<file path="src/rtl/ahb_slave_if_if.sv">
// AHB slave bus plus command/response port of the AHB-to-APB bridge front-end.
interface ahb_slave_if_if;
    localparam int unsigned AW   = 32;
    localparam int unsigned DW   = 32;
    localparam int unsigned NSEL = 3;

    // AHB side
    logic            hwrite;
    logic            hreadyin;
    logic [1:0]      htrans;
    logic [AW-1:0]   haddr;
    logic [DW-1:0]   hwdata;
    logic            hreadyout;
    logic [DW-1:0]   hrdata;
    logic [1:0]      hresp;

    // command FIFO head towards the APB controller
    logic            cmd_valid;
    logic            cmd_ready;
    logic            cmd_write;
    logic [AW-1:0]   cmd_addr;
    logic [DW-1:0]   cmd_wdata;
    logic [NSEL-1:0] cmd_sel;

    // read response from the APB controller
    logic            rsp_valid;
    logic [DW-1:0]   rsp_rdata;

    modport slave (
        input  hwrite, hreadyin, htrans, haddr, hwdata,
        output hreadyout, hrdata, hresp,
        output cmd_valid, cmd_write, cmd_addr, cmd_wdata, cmd_sel,
        input  cmd_ready,
        input  rsp_valid, rsp_rdata
    );

    modport master (
        output hwrite, hreadyin, htrans, haddr, hwdata,
        input  hreadyout, hrdata, hresp,
        input  cmd_valid, cmd_write, cmd_addr, cmd_wdata, cmd_sel,
        output cmd_ready,
        output rsp_valid, rsp_rdata
    );
endinterface

</file>
<file path="src/rtl/ahb_slave_if.sv">
// AHB slave front-end: accepts pipelined transfers, decodes the peripheral
// select and queues posted writes/reads into a 2-entry command FIFO.
module ahb_slave_if #(
    parameter logic [31:0] BASE_ADDR = 32'h8000_0000,
    parameter logic [31:0] SEL_SPAN  = 32'h0400_0000
) (
    input  logic           hclk,
    input  logic           hresetn,
    ahb_slave_if_if.slave  bus
);
    localparam int unsigned AW    = 32;
    localparam int unsigned DW    = 32;
    localparam int unsigned NSEL  = 3;
    localparam int unsigned DEPTH = 2;

    // Decode thresholds carried at AW+1 bits so 3*SEL_SPAN cannot wrap
    localparam logic [AW:0] SPAN1 = {1'b0, SEL_SPAN};
    localparam logic [AW:0] SPAN2 = SPAN1 + SPAN1;
    localparam logic [AW:0] SPAN3 = SPAN2 + SPAN1;

    typedef enum logic [2:0] {
        S_IDLE,
        S_WDATA,
        S_RREQ,
        S_RWAIT,
        S_RDONE,
        S_ERR1,
        S_ERR2
    } state_t;

    typedef struct packed {
        logic            write;
        logic [AW-1:0]   addr;
        logic [DW-1:0]   wdata;
        logic [NSEL-1:0] sel;
    } cmd_t;

    state_t          state;
    cmd_t            fifo [DEPTH];
    logic            wr_ptr;
    logic            rd_ptr;
    logic [1:0]      count;
    logic [AW-1:0]   addr_q;
    logic [NSEL-1:0] sel_q;
    logic [DW-1:0]   hrdata_q;

    logic [AW-1:0]   offset;
    logic [NSEL-1:0] dec_sel;
    logic            in_range;
    logic            accept;
    state_t          accept_state;
    logic            pop;
    logic            room;
    logic            ready;
    logic [1:0]      resp;
    logic            push;
    cmd_t            push_cmd;
    cmd_t            head;

    // Peripheral decode of the current address phase; below-base wraps high
    always_comb begin
        offset   = bus.haddr - BASE_ADDR;
        dec_sel  = '0;
        in_range = 1'b1;
        if ({1'b0, offset} < SPAN1) begin
            dec_sel = 3'b001;
        end else if ({1'b0, offset} < SPAN2) begin
            dec_sel = 3'b010;
        end else if ({1'b0, offset} < SPAN3) begin
            dec_sel = 3'b100;
        end else begin
            in_range = 1'b0;
        end
    end

    // Address-phase acceptance and the state it leads to
    always_comb begin
        accept = ready && bus.hreadyin &&
                 ((bus.htrans == 2'd2) || (bus.htrans == 2'd3));
        if (!accept) begin
            accept_state = S_IDLE;
        end else if (!in_range) begin
            accept_state = S_ERR1;
        end else if (bus.hwrite) begin
            accept_state = S_WDATA;
        end else begin
            accept_state = S_RREQ;
        end
    end

    // FIFO room: a same-cycle pop frees the slot being written
    always_comb begin
        pop  = (count != 2'd0) && bus.cmd_ready;
        room = (count < 2'd2) || pop;
    end

    // Bus-side handshake and FIFO push as a function of state and room
    always_comb begin
        ready    = 1'b1;
        resp     = 2'b00;
        push     = 1'b0;
        push_cmd = '0;
        case (state)
            S_WDATA: begin
                if (room) begin
                    push           = 1'b1;
                    push_cmd.write = 1'b1;
                    push_cmd.addr  = addr_q;
                    push_cmd.wdata = bus.hwdata;
                    push_cmd.sel   = sel_q;
                end else begin
                    ready = 1'b0;
                end
            end
            S_RREQ: begin
                ready = 1'b0;
                if (room) begin
                    push           = 1'b1;
                    push_cmd.write = 1'b0;
                    push_cmd.addr  = addr_q;
                    push_cmd.wdata = '0;
                    push_cmd.sel   = sel_q;
                end
            end
            S_RWAIT: begin
                ready = 1'b0;
            end
            S_ERR1: begin
                ready = 1'b0;
                resp  = 2'b01;
            end
            S_ERR2: begin
                resp = 2'b01;
            end
            default: begin
            end
        endcase
    end

    // Transfer FSM, address-phase capture and read-data register
    always_ff @(posedge hclk or negedge hresetn) begin
        if (!hresetn) begin
            state    <= S_IDLE;
            addr_q   <= '0;
            sel_q    <= '0;
            hrdata_q <= '0;
        end else begin
            if (accept) begin
                addr_q <= bus.haddr;
                sel_q  <= dec_sel;
            end
            case (state)
                S_IDLE, S_RDONE, S_ERR2: begin
                    state <= accept_state;
                end
                S_WDATA: begin
                    if (room) begin
                        state <= accept_state;
                    end
                end
                S_RREQ: begin
                    if (room) begin
                        state <= S_RWAIT;
                    end
                end
                S_RWAIT: begin
                    if (bus.rsp_valid) begin
                        hrdata_q <= bus.rsp_rdata;
                        state    <= S_RDONE;
                    end
                end
                S_ERR1: begin
                    state <= S_ERR2;
                end
                default: begin
                    state <= S_IDLE;
                end
            endcase
        end
    end

    // Two-entry command FIFO storage, pointers and occupancy
    always_ff @(posedge hclk or negedge hresetn) begin
        if (!hresetn) begin
            for (int unsigned i = 0; i < DEPTH; i++) begin
                fifo[i] <= '0;
            end
            wr_ptr <= 1'b0;
            rd_ptr <= 1'b0;
            count  <= 2'd0;
        end else begin
            if (push) begin
                fifo[wr_ptr] <= push_cmd;
                wr_ptr       <= ~wr_ptr;
            end
            if (pop) begin
                rd_ptr <= ~rd_ptr;
            end
            case ({push, pop})
                2'b10:   count <= count + 2'd1;
                2'b01:   count <= count - 2'd1;
                default: count <= count;
            endcase
        end
    end

    // Head entry and bus outputs
    always_comb begin
        head          = fifo[rd_ptr];
        bus.hreadyout = ready;
        bus.hresp     = resp;
        bus.hrdata    = hrdata_q;
        bus.cmd_valid = (count != 2'd0);
        bus.cmd_write = head.write;
        bus.cmd_addr  = head.addr;
        bus.cmd_wdata = head.wdata;
        bus.cmd_sel   = head.sel;
    end

endmodule
</file>
<file path="src/flat_wrapper.sv">
// flat-port wrapper written by rule: the top's interface ports become plain ports
module ahb_slave_if_flat 
#(
    parameter logic [31:0] BASE_ADDR = 32'h8000_0000,
    parameter logic [31:0] SEL_SPAN  = 32'h0400_0000
)
  (hclk, hresetn, bus_hwrite, bus_hreadyin, bus_htrans, bus_haddr, bus_hwdata, bus_hreadyout, bus_hrdata, bus_hresp, bus_cmd_valid, bus_cmd_write, bus_cmd_addr, bus_cmd_wdata, bus_cmd_sel, bus_cmd_ready, bus_rsp_valid, bus_rsp_rdata);
  ahb_slave_if_if bus_i ();
  input  logic hclk;
  input  logic hresetn;
  input wire logic [$bits(bus_i.hwrite)-1:0] bus_hwrite;
  input wire logic [$bits(bus_i.hreadyin)-1:0] bus_hreadyin;
  input wire logic [$bits(bus_i.htrans)-1:0] bus_htrans;
  input wire logic [$bits(bus_i.haddr)-1:0] bus_haddr;
  input wire logic [$bits(bus_i.hwdata)-1:0] bus_hwdata;
  output wire logic [$bits(bus_i.hreadyout)-1:0] bus_hreadyout;
  output wire logic [$bits(bus_i.hrdata)-1:0] bus_hrdata;
  output wire logic [$bits(bus_i.hresp)-1:0] bus_hresp;
  output wire logic [$bits(bus_i.cmd_valid)-1:0] bus_cmd_valid;
  output wire logic [$bits(bus_i.cmd_write)-1:0] bus_cmd_write;
  output wire logic [$bits(bus_i.cmd_addr)-1:0] bus_cmd_addr;
  output wire logic [$bits(bus_i.cmd_wdata)-1:0] bus_cmd_wdata;
  output wire logic [$bits(bus_i.cmd_sel)-1:0] bus_cmd_sel;
  input wire logic [$bits(bus_i.cmd_ready)-1:0] bus_cmd_ready;
  input wire logic [$bits(bus_i.rsp_valid)-1:0] bus_rsp_valid;
  input wire logic [$bits(bus_i.rsp_rdata)-1:0] bus_rsp_rdata;
  assign bus_i.hwrite = bus_hwrite;
  assign bus_i.hreadyin = bus_hreadyin;
  assign bus_i.htrans = bus_htrans;
  assign bus_i.haddr = bus_haddr;
  assign bus_i.hwdata = bus_hwdata;
  assign bus_hreadyout = bus_i.hreadyout;
  assign bus_hrdata = bus_i.hrdata;
  assign bus_hresp = bus_i.hresp;
  assign bus_cmd_valid = bus_i.cmd_valid;
  assign bus_cmd_write = bus_i.cmd_write;
  assign bus_cmd_addr = bus_i.cmd_addr;
  assign bus_cmd_wdata = bus_i.cmd_wdata;
  assign bus_cmd_sel = bus_i.cmd_sel;
  assign bus_i.cmd_ready = bus_cmd_ready;
  assign bus_i.rsp_valid = bus_rsp_valid;
  assign bus_i.rsp_rdata = bus_rsp_rdata;
  ahb_slave_if #(.BASE_ADDR(BASE_ADDR), .SEL_SPAN(SEL_SPAN)) u_core (.hclk(hclk), .hresetn(hresetn), .bus(bus_i));
endmodule
</file>
<file path="config.mk">
export PLATFORM = sky130hd
export DESIGN_NAME = ahb_slave_if_flat
export DESIGN_NICKNAME = d
export VERILOG_FILES = /design/src/rtl/ahb_slave_if_if.sv /design/src/rtl/ahb_slave_if.sv /design/src/flat_wrapper.sv
export SDC_FILE = /design/constraint.sdc
export NUM_CORES = 1
export LEC_CHECK = 0
export BUFFER_PORTS_ARGS = -buffer_cell sky130_fd_sc_hd__buf_4
export CORE_MARGIN = 2
export CORE_UTILIZATION = 42
export CTS_CLUSTER_SIZE = 12
export DETAILED_ROUTE_END_ITERATION = 10
export PLACE_DENSITY = 0.69
export SLEW_MARGIN = 25
export SYNTH_ARGS = -nofsm -noshare
export SYNTH_HDL_FRONTEND = slang
export SYNTH_SLANG_ARGS = --single-unit
</file>
<file path="constraint.sdc">
create_clock -name hclk -period 2.45 [get_ports hclk]
set_input_delay 0.1225 -clock hclk [delete_from_list [all_inputs] [get_ports hclk]]
set_output_delay 0.1225 -clock hclk [all_outputs]
set_load 0.02 [all_outputs]
</file>
Word level (Yosys, flattened, before mapping)
Index checks and enable logic that the tools add are counted.

Bits in read-only memories: 0. Memories: 0. Logic and storage cells: 84. Input bits: 104. Bits in latches: 0. RAM bits: 0. Register bits after elaboration: 210.

Reduce and logical (&&, ||, !) cells: 15. Magnitude comparators: 7. Multiply operators: 0. $add $sub $neg: 3. Mux-type cells: 27. Bitwise gates (word level): 4. Divide/modulo/power cells: 0. Equality and inequality tests: 13. Shift operators: 0.

Operators with widths (count): $mux W68 (5); $bwmux W136 (1); $pmux W68 S2 (1); $demux W68 S1 (1); $mux W67 (1); $lt A32 B28 Y1 const B (2); $lt A32 B27 Y1 const B (1); $sub A32 B32 Y32 const B (1); $mux W3 (8); $pmux W3 S5 (1); $eq A3 B3 Y1 const B (3); $eq A2 B2 Y1 const B (3); $eq A3 B2 Y1 const B (2); $mux W1 (6); $reduce_or A3 Y1 (2); $ge A2 B2 Y1 const B (2); $logic_and A1 B1 Y1 (4); $ne A2 B1 Y1 const B (2); $not A1 Y2 (2); $pmux W2 S2 (1); $reduce_bool A2 Y1 (2); $reduce_or A2 Y1 (2); $eq A3 B1 Y1 const B (1); $logic_not A3 Y1 (1); 12 further kinds (14).

Longest topological paths before layout
Gate-level depths: netlist (run 1).

Depth in word-level cells: 10. Gate-level depth with buffers: 7. Mapped depth without buffers: 6.

Worst setup path after synthesis (run 1)
Ideal clock, no wire load.

Path kind: flip-flop to flip-flop. Start point: register u_core.count[1]. End point: register u_core.fifo[103] (netlist name). Arrival: 1.575 ns. Path slack: 0.751 ns. Buffers on the path: 1. Data required time: 2.325 ns. Library setup time: 0.125 ns. Period minus slack after synthesis: 1.699 ns. Cell stages (with the launch flop): 5. Cells stage by stage: dfrtp_1 > and2b_2 > nor4_4 > buf_4 > mux2_2.

Longest elaborated chain between the ends: 6.

Ends and longest elaborated chain: start: declaration (RTL line ahb_slave_if.sv:42) `logic [1:0] count;`; start signal: assignment (RTL line ahb_slave_if.sv:200) `2'b10: count <= count + 2'd1;`; start signal: assignment (RTL line ahb_slave_if.sv:201) `2'b01: count <= count - 2'd1;`; start signal: assignment (RTL line ahb_slave_if.sv:202) `default: count <= count;`; parallel branches: the longest is 2 deep, another holds $lt A2 B2 Y1; $logic_or A1 B1 Y1 (*) (RTL line ahb_slave_if.sv:94) `room = (count < 2'd2) || pop;`; $mux W67 or $mux W68 (tied branches) (RTL line ahb_slave_if.sv:117, ahb_slave_if.sv:105); $pmux W68 S2 (RTL line ahb_slave_if.sv:103) `case (state)`; $bwmux W136 (RTL line ahb_slave_if.sv:193) `fifo[wr_ptr] <= push_cmd;`; end signal: indexed assignment (RTL line ahb_slave_if.sv:193); end: declaration (RTL line ahb_slave_if.sv:39) `cmd_t fifo [DEPTH];`.

Every way passes the cells marked *. A chain may end at the register's enable or synchronous reset.

Worst setup path in the final report (run 1)
Start point: register u_core.rd_ptr. End point: output port bus_cmd_wdata[1].

Longest elaborated chain between the ends: 4.

Ends and longest elaborated chain: start: declaration (RTL line ahb_slave_if.sv:41) `logic rd_ptr;`; start signal: assignment (RTL line ahb_slave_if.sv:197) `rd_ptr <= ~rd_ptr;`; $not A1 Y2 (implied by the code) (RTL line ahb_slave_if.sv:209) `head = fifo[rd_ptr];`; $mux W68 (implied by the code) (3 in a row) (RTL line ahb_slave_if.sv:209); end: declaration (RTL line flat_wrapper.sv:22) `output wire logic [$bits(bus_i.cmd_wdata)-1:0] bus_cmd_wdata;`.

No other way between the ends. The select of a mux whose other input is x is not followed.

==> impl_metrics.json, run 1 <==
{
  "firstDrtPassIters": 4,
  "ys_seq_area_frac": 0.5844,
  "ir_worst_vdd_mv": 1.002,
  "nFillCells": 1681,
  "fin_skew_ps": 5.639,
  "grt_antenna_before_repair": 0,
  "ys_ff_latch": 210,
  "cts-root-buf": "clkbuf_16",
  "min_path_type": "in -> async",
  "arrival_ps": 2090,
  "max-clock-path-buffers": 3,
  "start_util": 0.4278,
  "fmax_mhz": 452.2,
  "io_pins": 208,
  "std_cell_rows": 53,
  "cts.clk_slew.worst_paths_ps": 60,
  "finalSetupViolCount": 0,
  "viasPerCell": 4.910,
  "maxCapViolations": 0,
  "synth.most_common_cell": "dfrtp_1",
  "synthTopCellsByCount": "210 x dfrtp_1, 170 x mux2_2, 96 x o21ai_0",
  "die_w_um": 150.3,
  "power.density_nw_per_um2": 1301,
  "synthesis.nets": 844,
  "die_y_um": 150.3,
  "fin_util": 0.6063,
  "cts_tree": "yes",
  "gr-total-overflow": 0,
  "clock_latency_ps": 500,
  "synth.cell_area_um2": 8992,
  "core_area_um2": 21020,
  "syn_inst": 739,
  "drive_gt1_frac": 0.4157,
  "crit_path_start_kind": "flip-flop",
  "drv_slew": 0,
  "crit_type": "reg -> out",
  "wire_per_inst_um": 15.90,
  "synthToLayoutAreaGrowth_pct": 41.74,
  "outcome": "complete, no violations",
  "yosysWarningCount": 0,
  "endpoint_kind": "output pin",
  "first_iter_violations": 199,
  "grt_pass1_wl_um": 34110,
  "first_global_vias": 6732,
  "synth_edf_count": 0,
  "dp.final_hpwl_um": 12950,
  "fin_tns_setup_ps": 0,
  "cts_resized": 0,
  "period_share": 0.9027,
  "p_leak_nw": 5.838,
  "synthTopCellsByArea": "dfrtp_1 58%, mux2_2 21%, o21ai_0 5.3%",
  "synth_cell_types": 40,
  "yosysTopAreaCell": "dfrtp_1",
  "synth_top_flop_cell": "dfrtp_1",
  "portBuffers": 205,
  "n_antenna_cell": 0,
  "syn_area_per_cell_um2": 12.17,
  "grtUsageTotal": 0.1857,
  "postRouteWirelength_um": 21160,
  "synth.top_cell.area_share": 0.5844,
  "rsz0062_at_grt": "false",
  "gp_congestion": 0.7528,
  "grt_max_degree": 77,
  "antenna_left": 0,
  "async_flop_share": 1.000,
  "required_ps": 2330,
  "htreeDepth": 1,
  "fin_crit_ps": 2212,
  "cts_buffers": 24,
  "num_vias": 6535,
  "final_nets": 1144,
  "route.detailed.drc": 0,
  "hold_viol": 0,
  "cp_max_fo": 45,
  "clock_sinks": 210,
  "dieArea_um2": 22600
}
[flip-flops by register name, indices dropped and copies added, names as in the netlist]
signal	count
u_core.bus.hrdata	32
u_core.rd_ptr	1
u_core.count	2
u_core.sel_q	3
u_core.fifo	136
u_core.addr_q	32
u_core.wr_ptr	1
u_core.state	3
[cells in the final DEF, fill, tap and decap left out, drive strengths merged, types with 2 or more instances in the layout]
| cell type | instances |
|---|---|
| and2 | 2 |
| nor4 | 3 |
| nand3 | 66 |
| bufinv | 3 |
| xor2 | 3 |
| nor2 | 4 |
| a22o | 2 |
| buf | 221 |
| a32o | 2 |
| clkbuf | 39 |
| inv | 67 |
| nand2 | 33 |
| a21oi | 2 |
| nand2b | 3 |
| dfrtp | 210 |
| o21ai | 99 |
| dlygate4sd3 | 100 |
| mux2 | 173 |
| xnor2 | 4 |
| o22ai | 2 |
[critical path: stages, from the launching register on]
cell and delay (ps):
dfrtp_4 680, buf_12 280, buf_4 270, nand2_1 70
o21ai_0 100, buf_4 180
[report_power, final]
| part | internal (W) | switching [W] |
|---|---|---|
| sequential | 0.00496 | 0.000861 |
| combinational | 0.00338 | 0.00354 |
| clock | 0.00244 | 0.00140 |
| total | 0.0108 | 0.00580 |
[per-stage QoR]
stage | total power [W] | setup slack [ps] | cells | cell area [um^2] | hold WS, ps
2_1_floorplan | 0.01015 | 750.7 | 739 | 8992 | -173.1
3_3_place_gp | 0.01251 | 626.2 | 1188 | 10880 | 91.44
3_5_place_dp | 0.01270 | 593.7 | 1188 | 10880 | 85.95
4_1_cts | 0.01676 | 222.7 | 1331 | 12750 | 104.3
5_1_grt | 0.01763 | 67.55 | 1331 | 12750 | 139.3
6_report | 0.01659 | 238.4 | 1331 | 12750 | 115.9
[area by class of cell]
class | instances | area, um^2 | area share
inverters | 67 | 251.5 | 0.01973
well taps | 275 | 344.1 | 0.02700
clock inverters | 5 | 102.6 | 0.008049
flip-flops and latches | 210 | 5259 | 0.4126
multi-input cells | 414 | 3263 | 0.2560
repair buffers | 322 | 2761 | 0.2166
clock buffers | 38 | 764.5 | 0.05998
[path summary, 6_finish.rpt]
path                             startpoint               endpoint  slack, ps  depth (start not counted)
max                           u_core.rd_ptr       bus_cmd_wdata[1]        240                          5
min                                 hresetn        u_core.fifo[97]        120                          2
max reg2reg                 u_core.count[1]       u_core.fifo[131]        590                          4
min reg2reg                u_core.fifo[132]       u_core.fifo[132]        490                          1
max in group asynchronous           hresetn  u_core.bus.hrdata[10]       1610                          3
min in group hclk              bus_hreadyin        u_core.sel_q[0]        140                          4
[kinds of logic (layout without fill, tap and decap cells)]
logic type                 after synthesis  in the layout  share of synthesized area
and+or+nand+nor                        119            119                    0.06707
buffers and inverters                  115            432                    0.05496
muxes                                  174            174                     0.2178
AOI/OAI and AO/OA                      112            112                    0.06720
other                                    1              1                  0.0004170
DFF                                    210            210                     0.5844
xor gates and xnor gates                 7              7                   0.006818
adders and majority gates                1              1                   0.001391
[layer usage]
metal | track usage | routed length [um]
met3 | 0.05091 | 1505
met2 | 0.3116 | 10110
met1 | 0.2437 | 9290
met4 | 0.03491 | 248
met5 | 0 | 0
[timing repair]
action	4_1_cts	5_1_grt
setup buffers	0	0
hold buffers	100	0
endpoints found under the hold margin	327	0
(Power assumes the default switching activity.)
==> inputs of run 2 (changes only) <==
--- a/config.mk
+++ b/config.mk
@@ -10,7 +10,7 @@
 export CORE_UTILIZATION = 42
 export CTS_CLUSTER_SIZE = 12
 export DETAILED_ROUTE_END_ITERATION = 10
-export PLACE_DENSITY = 0.69
+export PLACE_DENSITY = 0.71
 export SLEW_MARGIN = 25
 export SYNTH_ARGS = -nofsm -noshare
 export SYNTH_HDL_FRONTEND = slang
==> constraint.sdc (replaced) <==
create_clock -name hclk -period 1.8 [get_ports hclk]
set_input_delay 0.09 -clock hclk [delete_from_list [all_inputs] [get_ports hclk]]
set_output_delay 0.09 -clock hclk [all_outputs]
set_load 0.02 [all_outputs]
==> run 2 against run 1 <==
  * Power grew 43%
  * The run now ends with negative setup slack left
  * Setup slack got worse by 270 ps
  * Largest power group unchanged
  * Combinational power grew 59%
  * Die area did not move
  * Clock power up 26%
  * Register-to-register slack lost 520 ps
  * Sequential share of layout area shrank 1.6 points
  * Cell count rose by 1.5%
  * Utilization grew 2.4 points
==> impl_metrics.json, run 2 (synthesis gave the netlist of run 1 again) <==
{
  "grt_antenna_before_repair": 0,
  "core_area_um2": 21020,
  "cts_tree": "yes",
  "worstRegToRegCells": 5,
  "route.detailed.drc": 0,
  "synthToLayoutAreaGrowth_pct": 47.46,
  "instances_no_fill": 1351,
  "antenna_left": 0,
  "grt_max_degree": 95,
  "drive_gt1_frac": 0.4493,
  "finalSetupViolCount": 22,
  "dieArea_um2": 22600,
  "worst_slack_ps": -31.92,
  "die_y_um": 150.3,
  "final_nets": 1165,
  "portBuffers": 205,
  "rsz0062_at_grt": "true",
  "layout_commonest_cell": "dfrtp_1",
  "viasPerCell": 5.017,
  "max-clock-path-buffers": 3,
  "tightest_slew_ps": 539.4,
  "gp_congestion": 0.7556,
  "firstDrtPassIters": 4,
  "ir_worst_vdd_mv": 1.017,
  "cp_max_fo": 15,
  "min_path_type": "in -> reg",
  "clock_sinks": 210,
  "drv_slew": 0,
  "fin_tns_setup_ps": -318.4,
  "htreeDepth": 1,
  "cp_slowest_stage_delay_ps": 510,
  "cts.clk_slew.worst_paths_ps": 60,
  "first_global_vias": 6970,
  "hold_viol": 0,
  "fmax_mhz": 545.9,
  "wire_per_inst_um": 16.82,
  "first_iter_violations": 299,
  "max_flop_register": "u_core.fifo",
  "start_util": 0.4278,
  "crit_type": "reg -> out",
  "std_cell_rows": 53,
  "dp.final_hpwl_um": 13240,
  "slowest_stage": "dfrtp_4",
  "dp_cells": 1197,
  "cts_buffers": 24,
  "die_w_um": 150.3,
  "maxCapViolations": 0,
  "fin_crit_ps": 1832,
  "crit_chain": "buf_12, mux2_2, buf_4",
  "num_vias": 6778,
  "cts-root-buf": "clkbuf_16",
  "grtUsageTotal": 0.1913,
  "arrival_ps": 1740,
  "grt_pass1_wl_um": 35150,
  "holdPathStages": 4,
  "violations": "negative setup slack",
  "outcome": "finished with violations",
  "fin_skew_ps": 6.309,
  "mostFrequentLayoutCells": "206 x dfrtp_1, 197 x buf_4, 161 x mux2_2",
  "slew_headroom": 0.6404,
  "postRouteWirelength_um": 22720,
  "period_share": 1.018,
  "clock_latency_ps": 500,
  "p_leak_nw": 6.053,
  "gr-total-overflow": 0,
  "dp_slack_ps": 36.90,
  "endpoint_kind": "output pin",
  "crit_path_start_kind": "flip-flop",
  "io_pins": 208,
  "power.density_nw_per_um2": 1793,
  "largest_reg_flops": 136,
  "required_ps": 1710,
  "fin_hold_ws_ps": 97.33
}
run 2: report_power, final:
group	internal [W]	switching [W]	leakage, nW
Clock	0.00298	0.00185	0.379
Sequential	0.00677	0.00114	2.67
Combinational	0.00560	0.00544	3.01
run 2: layout make-up:
type	count	area (um^2)
Antenna cell	1	2.502
Clock buffer	37	710.7
Multi-Input combinational cell	414	3412
Clock inverter	4	72.57
Tap cell	275	344.1
Inverter	67	251.5
Timing Repair Buffer	343	3204
Sequential cell	210	5263
Fill cell	1576	7761
run 2: per-layer routing:
metal / global-route usage / share of wire
met1: 0.2488 / 0.41
met2: 0.3225 / 0.49
met3: 0.04788 / 0.078
met4: 0.04575 / 0.015
met5: 0 / 0
run 2: worst paths after layout:
kind	from	end	slack, ps
worst max-delay path	u_core.rd_ptr	bus_cmd_addr[15]	-30
worst min-delay path	bus_hreadyin	u_core.sel_q[0]	100
worst max register to register	u_core.state[0]	u_core.fifo[125]	70
worst min register to register	u_core.fifo[131]	u_core.fifo[131]	490
max in group asynchronous	hresetn	u_core.state[1]	1110
min in group asynchronous	hresetn	u_core.fifo[30]	180
run 2: critical path, delay by kind of cell (launching register included):
kind	cells	cell delay (ps)
buffers and inverters	2	350
muxes	1	360
DFF	1	510
run 2: timing repair:
item | CTS | global route
gates resized for setup | 50 | 52
hold buffers | 100 | 0
setup endpoints to repair | 69 | 131
buffers inserted | 4 | 4
pin swaps | 0 | 4
cloned | 1 | 3
hold endpoints to repair | 343 | 0
run 2: metrics by stage:
step                total power [W]    util  area, um^2
floorplan                   0.01382       -        8992
global placement            0.01731  0.5249       11030
detailed placement          0.01760  0.5249       11030
CTS                         0.02331  0.6186       13000
global route                0.02518  0.6307       13260
finish                      0.02378  0.6308       13260
==> inputs of run 3 (changes only) <==
--- a/config.mk
+++ b/config.mk
@@ -5,6 +5,7 @@
 export SDC_FILE = /design/constraint.sdc
 export NUM_CORES = 1
 export LEC_CHECK = 0
+export ABC_AREA = 1
 export BUFFER_PORTS_ARGS = -buffer_cell sky130_fd_sc_hd__buf_4
 export CORE_MARGIN = 2
 export CORE_UTILIZATION = 42
==> run 3 against run 2 <==
  * The flow now finishes without violations
  * Wire length grew 2.7%
  * Synthesized area grew 1.7%
  * Sequential power fell by 13%
  * Design area down 2.3%
  * Critical path type unchanged
  * Largest cell class unchanged
==> impl_metrics.json, run 3 <==
{
  "synthToLayoutAreaGrowth_pct": 41.74,
  "largest_reg_flops": 136,
  "mostFrequentLayoutCells": "297 x nand2_1, 217 x buf_4, 208 x dfrtp_1",
  "die_w_um": 151.5,
  "ff2ff_setup_slack_ps": 100,
  "r2r-start": "u_core.state[2]",
  "worstRegToRegCells": 8,
  "slew_headroom": 0.6368,
  "fin_crit_ps": 1767,
  "gr-total-overflow": 0,
  "layout_commonest_cell": "nand2_1",
  "fin_hold_ws_ps": 112.6,
  "grt_pass1_wl_um": 37070,
  "period_share": 0.9819,
  "arrival_ps": 1680,
  "max-clock-path-buffers": 3,
  "n_antenna_cell": 0,
  "p_seq_frac": 0.365,
  "synth.cell_area_um2": 9143,
  "maxCapViolations": 0,
  "syn_inst": 1042,
  "post-cts-setup-buffers": 0,
  "fmax_mhz": 565.8,
  "power.share.switching": 0.3601,
  "yosysWarningCount": 0,
  "multi_input_area_um2": 3087,
  "dp.final_hpwl_um": 14100,
  "grt-busiest-layer": "met2",
  "register_area_um2": 5258,
  "grt_max_degree": 71,
  "crit_type": "reg -> out",
  "cts_tree": "yes",
  "synth_cell_types": 29,
  "wire_per_inst_um": 14.26,
  "tightest_slew_ps": 544.8,
  "rsz0062_at_grt": "true",
  "first_iter_violations": 304,
  "required_ps": 1710,
  "firstDrtPassIters": 5,
  "synth_edf_count": 0,
  "first_global_vias": 7707,
  "drive_gt1_frac": 0.2528,
  "nFillCells": 1790,
  "dieArea_um2": 22960,
  "core_area_um2": 21220,
  "p_int_w": 0.01210,
  "gp_congestion": 0.7918,
  "clock_sinks": 210,
  "ir_worst_vdd_mv": 0.8722,
  "ys_ff_latch": 210,
  "max_flop_register": "u_core.fifo",
  "min_path_type": "in -> async",
  "portBuffers": 205,
  "fin_skew_ps": 17.63,
  "outcome": "complete, no violations",
  "synth.top_cell.area_share": 0.5748,
  "syn_area_per_cell_um2": 8.774,
  "num_vias": 7768,
  "die_y_um": 151.5,
  "clock_latency_ps": 510,
  "grtUsageMet3": 0.04251,
  "drv_slew": 0,
  "combPwrFrac": 0.381,
  "power_frac_clock": 0.254,
  "htreeDepth": 1,
  "io_pins": 208,
  "synthesis.nets": 1147,
  "grt_util_met2": 0.3459,
  "power.density_nw_per_um2": 1460,
  "std_cell_rows": 53,
  "cts.clk_slew.worst_paths_ps": 60,
  "grtUsageTotal": 0.2021,
  "synthTopCellsByArea": "dfrtp_1 57%, nand2_1 12%, o21ai_0 9.4%",
  "viasPerCell": 4.748,
  "antenna_left": 0,
  "async_flop_share": 1.000,
  "worstReg2RegEnd": "u_core.count[1]",
  "cts_buffers": 24,
  "postRouteWirelength_um": 23330,
  "cts-root-buf": "clkbuf_16",
  "route.detailed.drc": 0,
  "final_nets": 1450,
  "crit_path_start_kind": "flip-flop",
  "synth.most_common_cell": "nand2_1",
  "p_leak_nw": 6.663,
  "finalSetupViolCount": 0,
  "start_util": 0.4308,
  "grt_antenna_before_repair": 0,
  "yosysTopAreaCell": "dfrtp_1",
  "gr-usage-met1": 0.2555,
  "synth_top_flop_cell": "dfrtp_1",
  "synthTopCellsByCount": "297 x nand2_1, 210 x dfrtp_1, 171 x o21ai_0",
  "fin_total_pwr_w": 0.01891,
  "ys_seq_area_frac": 0.5748,
  "cp_max_fo": 67,
  "hold_viol": 0,
  "p_switching_w": 0.006812,
  "endpoint_kind": "output pin"
}
[run 3: cell count changes in the layout (fill, tap and decap cells not counted), moves of 24 or more]
cell / change
nand2_1: +274
mux2_2: -129
o21ai_0: +92
inv_1: +73
nor2_1: +67
nand3_1: -62
a21oi_2: +28
buf_6: -24
[run 3: logic make-up (layout without fill, tap and decap cells)]
kind of cell	after synthesis	after routing	share of synthesized area
and+or+nand+nor	382	382	0.1604
AOI/OAI and AO/OA	213	213	0.1307
DFF	210	210	0.5748
buffers and inverters	200	519	0.09005
muxes	32	32	0.03941
xor gates and xnor gates	3	3	0.002874
adders and majority gates	1	1	0.001368
other	1	1	0.0004102
[run 3: repair_timing]
action,4_1_cts,5_1_grt
gates resized for setup,3,18
gates cloned,1,1
hold buffers,102,0
endpoints found under the hold margin,221,0
setup endpoints to repair,25,29
pin swaps,0,0
[run 3: worst max path at each step]
stage                               start           endpoint  cells past startpoint  slack, ps
after floorplan           u_core.count[0]    u_core.count[1]                      7        240
after global placement    u_core.state[1]    u_core.count[1]                      8        130
after detailed placement  u_core.state[1]    u_core.count[1]                      8        100
after CTS                   u_core.rd_ptr    bus_cmd_addr[7]                      5        -20
after global routing        u_core.rd_ptr   bus_cmd_addr[30]                      5        -20
final                       u_core.rd_ptr  bus_cmd_wdata[12]                      4         30
[run 3: power by group through the flow]
stage / combinational [W] / clock, W / sequential (W)
finish: 0.00720 / 0.00480 / 0.00691
global route: 0.00792 / 0.00510 / 0.00709
CTS: 0.00714 / 0.00492 / 0.00690
detailed placement: 0.00679 / 0 / 0.00697
global placement: 0.00667 / 0 / 0.00691
floorplan: 0.00409 / 0 / 0.00688
[run 3: routing by layer]
metal,routed length [um],up-vias
met5,0,-
li1,-,3826
met1,9842,3673
met4,818,0
met3,1333,62
met2,11330,207
[run 3: area by class of cell]
cell class / instances / share of cell area
clock buffer: 37 / 0.05407
multi-input combinational: 632 / 0.2382
sequential: 210 / 0.4057
clock inverter: 5 / 0.005793
tap: 275 / 0.02655
timing repair buffer: 333 / 0.2272
inverter: 144 / 0.04248
[run 3: metrics by stage]
stage / TNS, ps / cells / util / setup WS, ps / cell area, um^2
after floorplan: 0 / 1042 / - / 235.1 / 9143
after global placement: 0 / 1490 / 0.5219 / 133.5 / 11080
after detailed placement: 0 / 1490 / 0.5219 / 103.6 / 11080
after CTS: -168.3 / 1635 / 0.6084 / -23.81 / 12910
after global routing: -70.80 / 1636 / 0.6107 / -24.56 / 12960
final: 0 / 1636 / 0.6107 / 32.51 / 12960
[run 3: critical path: stages, from the launching register on]
cell and delay, ps:
dfrtp_2 430, buf_12 290, nand2_1 90, o21ai_1 150, buf_4 190
